--- config.mk ---
export PLATFORM = sky130hd
export DESIGN_NAME = time_entry_flat
export DESIGN_NICKNAME = d
export VERILOG_FILES = /design/src/rtl/time_entry_if.sv /design/src/rtl/time_entry.sv /design/src/flat_wrapper.sv
export SDC_FILE = /design/constraint.sdc
export NUM_CORES = 1
export LEC_CHECK = 0
export ABC_AREA = 0
export BUFFER_PORTS_ARGS = -buffer_cell sky130_fd_sc_hd__buf_4
export CAP_MARGIN = 30
export CORE_MARGIN = 5
export CORE_UTILIZATION = 25
export CTS_CLUSTER_DIAMETER = 80
export DETAILED_ROUTE_END_ITERATION = 10
export PLACE_DENSITY = 0.45
export RECOVER_POWER = 25
export SLEW_MARGIN = 10
export SYNTH_ARGS = -nofsm -noshare
export SYNTH_HDL_FRONTEND = slang
export SYNTH_SLANG_ARGS = --single-unit
--- constraint.sdc ---
create_clock -name clk -period 3 [get_ports clk]
set_clock_uncertainty 0.2 [all_clocks]
set_input_delay 0.45 -clock clk [delete_from_list [all_inputs] [get_ports clk]]
set_output_delay 0.45 -clock clk [all_outputs]
set_load 0.1 [all_outputs]
--- src/rtl/time_entry_if.sv ---
// time_entry_if
//   Load handshake between the time-entry controller and the clock core.
//   The master offers a complete, validated time on hr/min/sec/pm and holds
//   load_valid until the slave answers with load_ready.
//   Signals:
//     load_valid  master -> slave  time fields hold a validated entry
//     load_ready  slave -> master  clock core accepts the load this cycle
//     hr          master -> slave  binary hour 1..12
//     min         master -> slave  binary minute 0..59
//     sec         master -> slave  binary second 0..59
//     pm          master -> slave  1 = PM
interface time_entry_if;
   logic       load_valid;
   logic       load_ready;
   logic [4:0] hr;
   logic [5:0] min;
   logic [5:0] sec;
   logic       pm;

   modport master (
      output load_valid, hr, min, sec, pm,
      input  load_ready
   );

   modport slave (
      input  load_valid, hr, min, sec, pm,
      output load_ready
   );
endinterface

--- src/rtl/time_entry.sv ---
// time_entry
//   Time-entry controller for a 12-hour clock. A digit on digit_in is
//   committed with the enter key while a cursor walks H1 H0 M1 M0 S1 S0 and
//   AM/PM. Each digit is checked against 12-hour limits; the finished entry
//   is converted to binary and offered to the clock core over the load bus.
//   Ports:
//     clk        system clock
//     rst        synchronous reset, active low
//     digit_in   raw BCD digit from switches (asynchronous)
//     start      raw key, begins an entry (asynchronous)
//     enter      raw key, commits the current digit (asynchronous)
//     cancel     raw key, aborts an entry (asynchronous)
//     load       load handshake towards the clock core (master side)
//     entry_bcd  {H1,H0,M1,M0,S1,S0} digits entered so far
//     edit_pos   0 idle, 1..6 = H1..S0, 7 = AM/PM
//     err        one-cycle pulse when an enter is rejected
//     busy       high whenever the controller is not idle
module time_entry #(
   parameter int DEB_CYCLES = 500000
) (
   input  logic               clk,
   input  logic               rst,
   input  logic [3:0]         digit_in,
   input  logic               start,
   input  logic               enter,
   input  logic               cancel,
   time_entry_if.master       load,
   output logic [23:0]        entry_bcd,
   output logic [2:0]         edit_pos,
   output logic               err,
   output logic               busy
);

   localparam int CW = (DEB_CYCLES < 2) ? 1 : $clog2(DEB_CYCLES);
   localparam logic [CW-1:0] LAST = CW'(DEB_CYCLES - 1);

   typedef enum logic [3:0] {
      IDLE, H1, H0, M1, M0, S1, S0, AP, LOAD
   } state_t;

   state_t        state, state_next;
   logic [2:0]    key_meta, key_sync;
   logic [3:0]    digit_meta, digit_sync;
   logic [CW-1:0] deb_cnt [3];
   logic [2:0]    armed;
   logic [2:0]    key_ev;
   logic          start_ev, enter_ev, cancel_ev;
   logic [23:0]   entry_next;
   logic          err_next;
   logic          capture;
   logic          digit_ok;
   logic [4:0]    hr_q;
   logic [5:0]    min_q, sec_q;
   logic          pm_q;

   // Two-stage synchronizers; key bit order is {cancel, enter, start}.
   always_ff @(posedge clk) begin
      if (!rst) begin
         key_meta   <= '0;
         key_sync   <= '0;
         digit_meta <= '0;
         digit_sync <= '0;
      end else begin
         key_meta   <= {cancel, enter, start};
         key_sync   <= key_meta;
         digit_meta <= digit_in;
         digit_sync <= digit_meta;
      end
   end

   // Debouncers. An armed key waits for a run of high levels, a disarmed key
   // waits for a run of low levels; any break in the run restarts the count.
   // Reaching the end of a run flips the armed flag, so one press yields one
   // event and the key must be released cleanly before it can fire again.
   always_ff @(posedge clk) begin
      if (!rst) begin
         armed <= '1;
         for (int k = 0; k < 3; k++) deb_cnt[k] <= '0;
      end else begin
         for (int k = 0; k < 3; k++) begin
            if (key_sync[k] != armed[k]) begin
               deb_cnt[k] <= '0;
            end else if (deb_cnt[k] == LAST) begin
               deb_cnt[k] <= '0;
               armed[k]   <= ~armed[k];
            end else begin
               deb_cnt[k] <= deb_cnt[k] + CW'(1);
            end
         end
      end
   end

   // The event is the last cycle of an armed high run.
   always_comb begin
      key_ev = '0;
      for (int k = 0; k < 3; k++) begin
         key_ev[k] = armed[k] && key_sync[k] && (deb_cnt[k] == LAST);
      end
   end

   assign start_ev  = key_ev[0];
   assign enter_ev  = key_ev[1];
   assign cancel_ev = key_ev[2];

   // Next-state logic. Cancel outranks enter, which outranks start. In LOAD
   // only the handshake can move the state, so valid never drops early.
   always_comb begin
      state_next = state;
      entry_next = entry_bcd;
      err_next   = 1'b0;
      capture    = 1'b0;
      digit_ok   = 1'b0;

      case (state)
         H1:      digit_ok = (digit_sync <= 4'd1);
         H0:      digit_ok = (entry_bcd[23:20] == 4'd1) ? (digit_sync <= 4'd2)
                                                        : (digit_sync >= 4'd1 && digit_sync <= 4'd9);
         M1, S1:  digit_ok = (digit_sync <= 4'd5);
         M0, S0:  digit_ok = (digit_sync <= 4'd9);
         default: digit_ok = 1'b0;
      endcase

      case (state)
         IDLE: begin
            if (start_ev && !enter_ev && !cancel_ev) begin
               entry_next = '0;
               state_next = H1;
            end
         end
         LOAD: begin
            if (load.load_ready) state_next = IDLE;
         end
         default: begin
            if (cancel_ev) begin
               entry_next = '0;
               state_next = IDLE;
            end else if (enter_ev) begin
               if (state == AP) begin
                  capture    = 1'b1;
                  state_next = LOAD;
               end else if (!digit_ok) begin
                  err_next = 1'b1;
               end else begin
                  case (state)
                     H1:      begin entry_next[23:20] = digit_sync; state_next = H0; end
                     H0:      begin entry_next[19:16] = digit_sync; state_next = M1; end
                     M1:      begin entry_next[15:12] = digit_sync; state_next = M0; end
                     M0:      begin entry_next[11:8]  = digit_sync; state_next = S1; end
                     S1:      begin entry_next[7:4]   = digit_sync; state_next = S0; end
                     S0:      begin entry_next[3:0]   = digit_sync; state_next = AP; end
                     default: state_next = state;
                  endcase
               end
            end
         end
      endcase
   end

   // State, entry and error registers. The binary time is captured only on
   // the AP commit, so it holds through LOAD and after the transfer.
   always_ff @(posedge clk) begin
      if (!rst) begin
         state     <= IDLE;
         entry_bcd <= '0;
         err       <= 1'b0;
         hr_q      <= '0;
         min_q     <= '0;
         sec_q     <= '0;
         pm_q      <= 1'b0;
      end else begin
         state     <= state_next;
         entry_bcd <= entry_next;
         err       <= err_next;
         if (capture) begin
            hr_q  <= 5'(entry_bcd[23:20]) * 5'd10 + 5'(entry_bcd[19:16]);
            min_q <= 6'(entry_bcd[15:12]) * 6'd10 + 6'(entry_bcd[11:8]);
            sec_q <= 6'(entry_bcd[7:4])   * 6'd10 + 6'(entry_bcd[3:0]);
            pm_q  <= digit_sync[0];
         end
      end
   end

   // Cursor position shown to the display; LOAD is not an editing position.
   always_comb begin
      edit_pos = 3'd0;
      case (state)
         H1:      edit_pos = 3'd1;
         H0:      edit_pos = 3'd2;
         M1:      edit_pos = 3'd3;
         M0:      edit_pos = 3'd4;
         S1:      edit_pos = 3'd5;
         S0:      edit_pos = 3'd6;
         AP:      edit_pos = 3'd7;
         default: edit_pos = 3'd0;
      endcase
   end

   assign busy            = (state != IDLE);
   assign load.load_valid = (state == LOAD);
   assign load.hr         = hr_q;
   assign load.min        = min_q;
   assign load.sec        = sec_q;
   assign load.pm         = pm_q;

endmodule

--- src/flat_wrapper.sv ---
// flat-port wrapper written by rule: the top's interface ports become plain ports
module time_entry_flat 
#(
   parameter int DEB_CYCLES = 500000
)
  (clk, rst, digit_in, start, enter, cancel, entry_bcd, edit_pos, err, busy, load_load_valid, load_hr, load_min, load_sec, load_pm, load_load_ready);
  time_entry_if load_i ();
  input  logic clk;
  input  logic rst;
  input  logic [3:0] digit_in;
  input  logic start;
  input  logic enter;
  input  logic cancel;
  output logic [23:0] entry_bcd;
  output logic [2:0] edit_pos;
  output logic err;
  output logic busy;
  output wire logic [$bits(load_i.load_valid)-1:0] load_load_valid;
  output wire logic [$bits(load_i.hr)-1:0] load_hr;
  output wire logic [$bits(load_i.min)-1:0] load_min;
  output wire logic [$bits(load_i.sec)-1:0] load_sec;
  output wire logic [$bits(load_i.pm)-1:0] load_pm;
  input wire logic [$bits(load_i.load_ready)-1:0] load_load_ready;
  assign load_load_valid = load_i.load_valid;
  assign load_hr = load_i.hr;
  assign load_min = load_i.min;
  assign load_sec = load_i.sec;
  assign load_pm = load_i.pm;
  assign load_i.load_ready = load_load_ready;
  time_entry #(.DEB_CYCLES(DEB_CYCLES)) u_core (.clk(clk), .rst(rst), .digit_in(digit_in), .start(start), .enter(enter), .cancel(cancel), .load(load_i), .entry_bcd(entry_bcd), .edit_pos(edit_pos), .err(err), .busy(busy));
endmodule
==> results.sh <==
export IMPL_run_status="complete, no violations"
export IMPL_register_clock_pin_slew_on_the_reported_worst_setup_and_hold_paths_ns=0.06
export IMPL_firstDrtPassIters=4
export IMPL_yosysSeqAreaShare_pct=47.8
export IMPL_asyncSetResetFlopFracSynth_pct=0
export IMPL_dpl_hpwl_mm=10.5
export IMPL_total_negative_setup_slack_ns=0
export IMPL_slew_headroom_pct=19.0
export IMPL_route_vias_total=4562
export IMPL_finalCriticalPeriod_ns=2.56
export IMPL_drive_above_1_share_pct=12.3
export IMPL_clk_latency_ns=0.42
export IMPL_r2r_depth=8
export IMPL_finalMaxSlewViolations=0
export IMPL_fmaxAchievable_mhz=390
export IMPL_grt_overflow_total=0
export IMPL_post_route_util_pct=31.1
export IMPL_initial_core_util_pct=25.1
export IMPL_synth_cells=621
export IMPL_pwr_density_cell_nw_per_um2=495
export IMPL_cts_tree="yes"
export IMPL_drt_iter0_markers=241
export IMPL_cts_max_path_buffers=2
export IMPL_io_pins=58
export IMPL_yosys_warnings=0
export IMPL_setup_worst_path_start_class="flop"
export IMPL_hold_violations=0
export IMPL_grt_setup_unrepaired="false"
export IMPL_postRouteAntennaNets=0
export IMPL_avgSynthCellArea_um2=10.1
export IMPL_layout_nets=779
export IMPL_antenna_cells_inserted=0
export IMPL_worst_ep_required_time_ns=3.09
export IMPL_r2r_slack_ns=0.44
export IMPL_core_area_um2=25000
export IMPL_r2r_start="u_core.deb_cnt[2][0]"
export IMPL_cts_post_setup_buffers_inserted=0
export IMPL_drc_errors=0
export IMPL_worst_endpoint_arrival_ns=2.65
export IMPL_tritoncts_num_buffers=17
export IMPL_cts_sinks=121
export IMPL_leakagePower_nw=2.95
export IMPL_syn_area_um2=6270
export IMPL_hold_start="cancel"
export IMPL_die_height_um=168
export IMPL_timing_hold_worst_endpoint="u_core.key_meta[2]"
export IMPL_cts_repair_resized=0
export IMPL_post_drt_wl_per_cell_um=13.0
export IMPL_first_pass_grt_wire_length_mm=23.7
export IMPL_tightest_slew_ns=1.22
export IMPL_type_of_the_worst_setup_path="reg2reg"
export IMPL_die_ar_um2=28300
export IMPL_number_of_global_route_vias_before_repair=4526
export IMPL_place_port_buffers=57
export IMPL_critical_path_reg2reg_endpoint="u_core.load.hr[1]"
export IMPL_layout_worst_path_cycle_share_pct=85.4
export IMPL_synth_cell_type_count=65
export IMPL_grt_max_degree=25
export IMPL_place_congestion=0.789
export IMPL_die_x_um=168
export IMPL_drv_cap=0
export IMPL_globalRouteTotalUtil_pct=10.4
export IMPL_finalWirelength_mm=14.2
export IMPL_postCtsHoldBufs=0
export IMPL_synth_ff_latch_count=121
export IMPL_min_path_type="in2reg"
export IMPL_core_rowCount=58
export IMPL_ctsHtreeMaxLevel=4
export IMPL_synth_edff_count=57
export IMPL_leading_register_cell_type_out_of_synthesis="dfxtp_1"
export IMPL_min_delay_path_depth=2
export IMPL_setup_worst_path_end_class="flop"
export IMPL_ir_worst_vdd_uv=302
export IMPL_crit_path_max_fanout=8
export IMPL_cts_root_buffer="clkbuf_16"
export IMPL_route_detailed_vias_per_inst=4.20
export IMPL_initial_antenna_violation_count=0
export IMPL_setup_violations_final=0
export IMPL_area_growth_syn_to_layout_pct=24.0
[per-layer routing]
| metal | vias to the layer above | global-route usage (%) | routed length (um) |
|---|---|---|---|
| met3 | 17 | 2.72 | 427 |
| li1 | 2371 | - | - |
| met5 | - | 0 | 0 |
| met2 | 54 | 16.3 | 6380 |
| met4 | 0 | 3.21 | 185 |
| met1 | 2120 | 14.1 | 7190 |
[how the worst max path moves through the flow]
| stage | from | end | depth (start not counted) |
|---|---|---|---|
| floorplan | u_core.state[0] | u_core.load.hr[0] | 7 |
| global placement | u_core.deb_cnt[2][0] | u_core.load.sec[3] | 8 |
| detailed placement | u_core.deb_cnt[2][0] | u_core.load.sec[4] | 8 |
| CTS | u_core.deb_cnt[2][0] | u_core.load.sec[4] | 8 |
| global route | u_core.deb_cnt[2][0] | u_core.load.hr[4] | 8 |
| finish | u_core.deb_cnt[2][0] | u_core.load.hr[1] | 8 |
[registers in the layout, summed over array words and instances (netlist names)]
name and count:
u_core.armed 3, u_core.deb_cnt 57, u_core.digit_meta 4, u_core.digit_sync 4, u_core.entry_bcd 24, u_core.err 1
u_core.key_meta 3, u_core.key_sync 3, u_core.load.hr 5, u_core.load.min 6, u_core.load.pm 1, u_core.load.sec 6
u_core.state 4
[worst max-delay path, cell delays in order (launching register included)]
cell,delay (ns)
edfxtp_1,0.43
ha_1,0.26
and4_1,0.24
nor4b_4,0.15
and3_1,0.27
or3_1,0.56
buf_12,0.22
nand2_1,0.06
a21oi_1,0.05
[placed cells by master (no fill, tap or decap), types with 31 or more instances in the layout]
cell type / n
xnor2_1: 38
dfxtp_1: 64
buf_4: 38
nor2_1: 81
nand2_1: 84
conb_1: 57
xor2_1: 31
clkbuf_1: 32
edfxtp_1: 57
[Yosys cell counts, types with 5 or more instances]
cell | number | area, um2
xor2_1 | 31 | 272
nand3_1 | 22 | 110
edfxtp_1 | 57 | 1710
and4_1 | 6 | 52.6
buf_2 | 5 | 25.0
a211oi_1 | 5 | 37.5
mux2i_1 | 20 | 200
dfxtp_1 | 64 | 1280
and2_1 | 17 | 106
nand4_1 | 11 | 68.8
ha_1 | 22 | 275
or3_1 | 5 | 31.3
clkbuf_1 | 12 | 45.0
a21oi_1 | 20 | 100
xnor2_1 | 38 | 333
o211ai_4 | 5 | 106
nand2_1 | 84 | 315
o21ai_0 | 6 | 30.0
and3_1 | 12 | 75.1
nor3_1 | 8 | 40.0
nor2_1 | 81 | 304
inv_1 | 21 | 78.8
[where the power goes]
group	leakage (nW)	total, W	switching (W)	internal, W
Combinational	1.57	0.000109	0.0000640	0.0000450
Clock	0.271	0.00192	0.000772	0.00115
Sequential	1.11	0.00181	0.0000414	0.00177
[area by class of cell]
class	count	area, um2
clock buffer	22	487
clock inverter	10	65.1
fill	2666	17200
inverter	21	78.8
multi-input combinational	515	3320
sequential	121	2990
tap	330	413
timing repair buffer	68	414
[stage by stage]
stage / worst slack [ns] / instances / hold WS [ns] / cell area, um2 / power (W)
after floorplan: 0.240 / 677 / 0.212 / 6480 / 0.00191
after global placement: 0.464 / 1055 / 0.218 / 7330 / 0.00196
after detailed placement: 0.422 / 1055 / 0.219 / 7330 / 0.00196
after CTS: 0.420 / 1087 / 0.0179 / 7880 / 0.00390
after global routing: 0.235 / 1087 / 0.0259 / 7770 / 0.00401
final: 0.437 / 1087 / 0.0388 / 7770 / 0.00384
[logic make-up after synthesis]
family / synth area share, %
XOR/XNOR: 9.64
other: 0.0598
buffers and inverters: 2.74
AND/OR/NAND/NOR: 22.8
AO/OA/AOI/OAI: 8.45
multiplexers: 3.19
adder cells (fa/ha/maj): 5.35
flip-flops: 47.8
(Power assumes the default switching activity.)
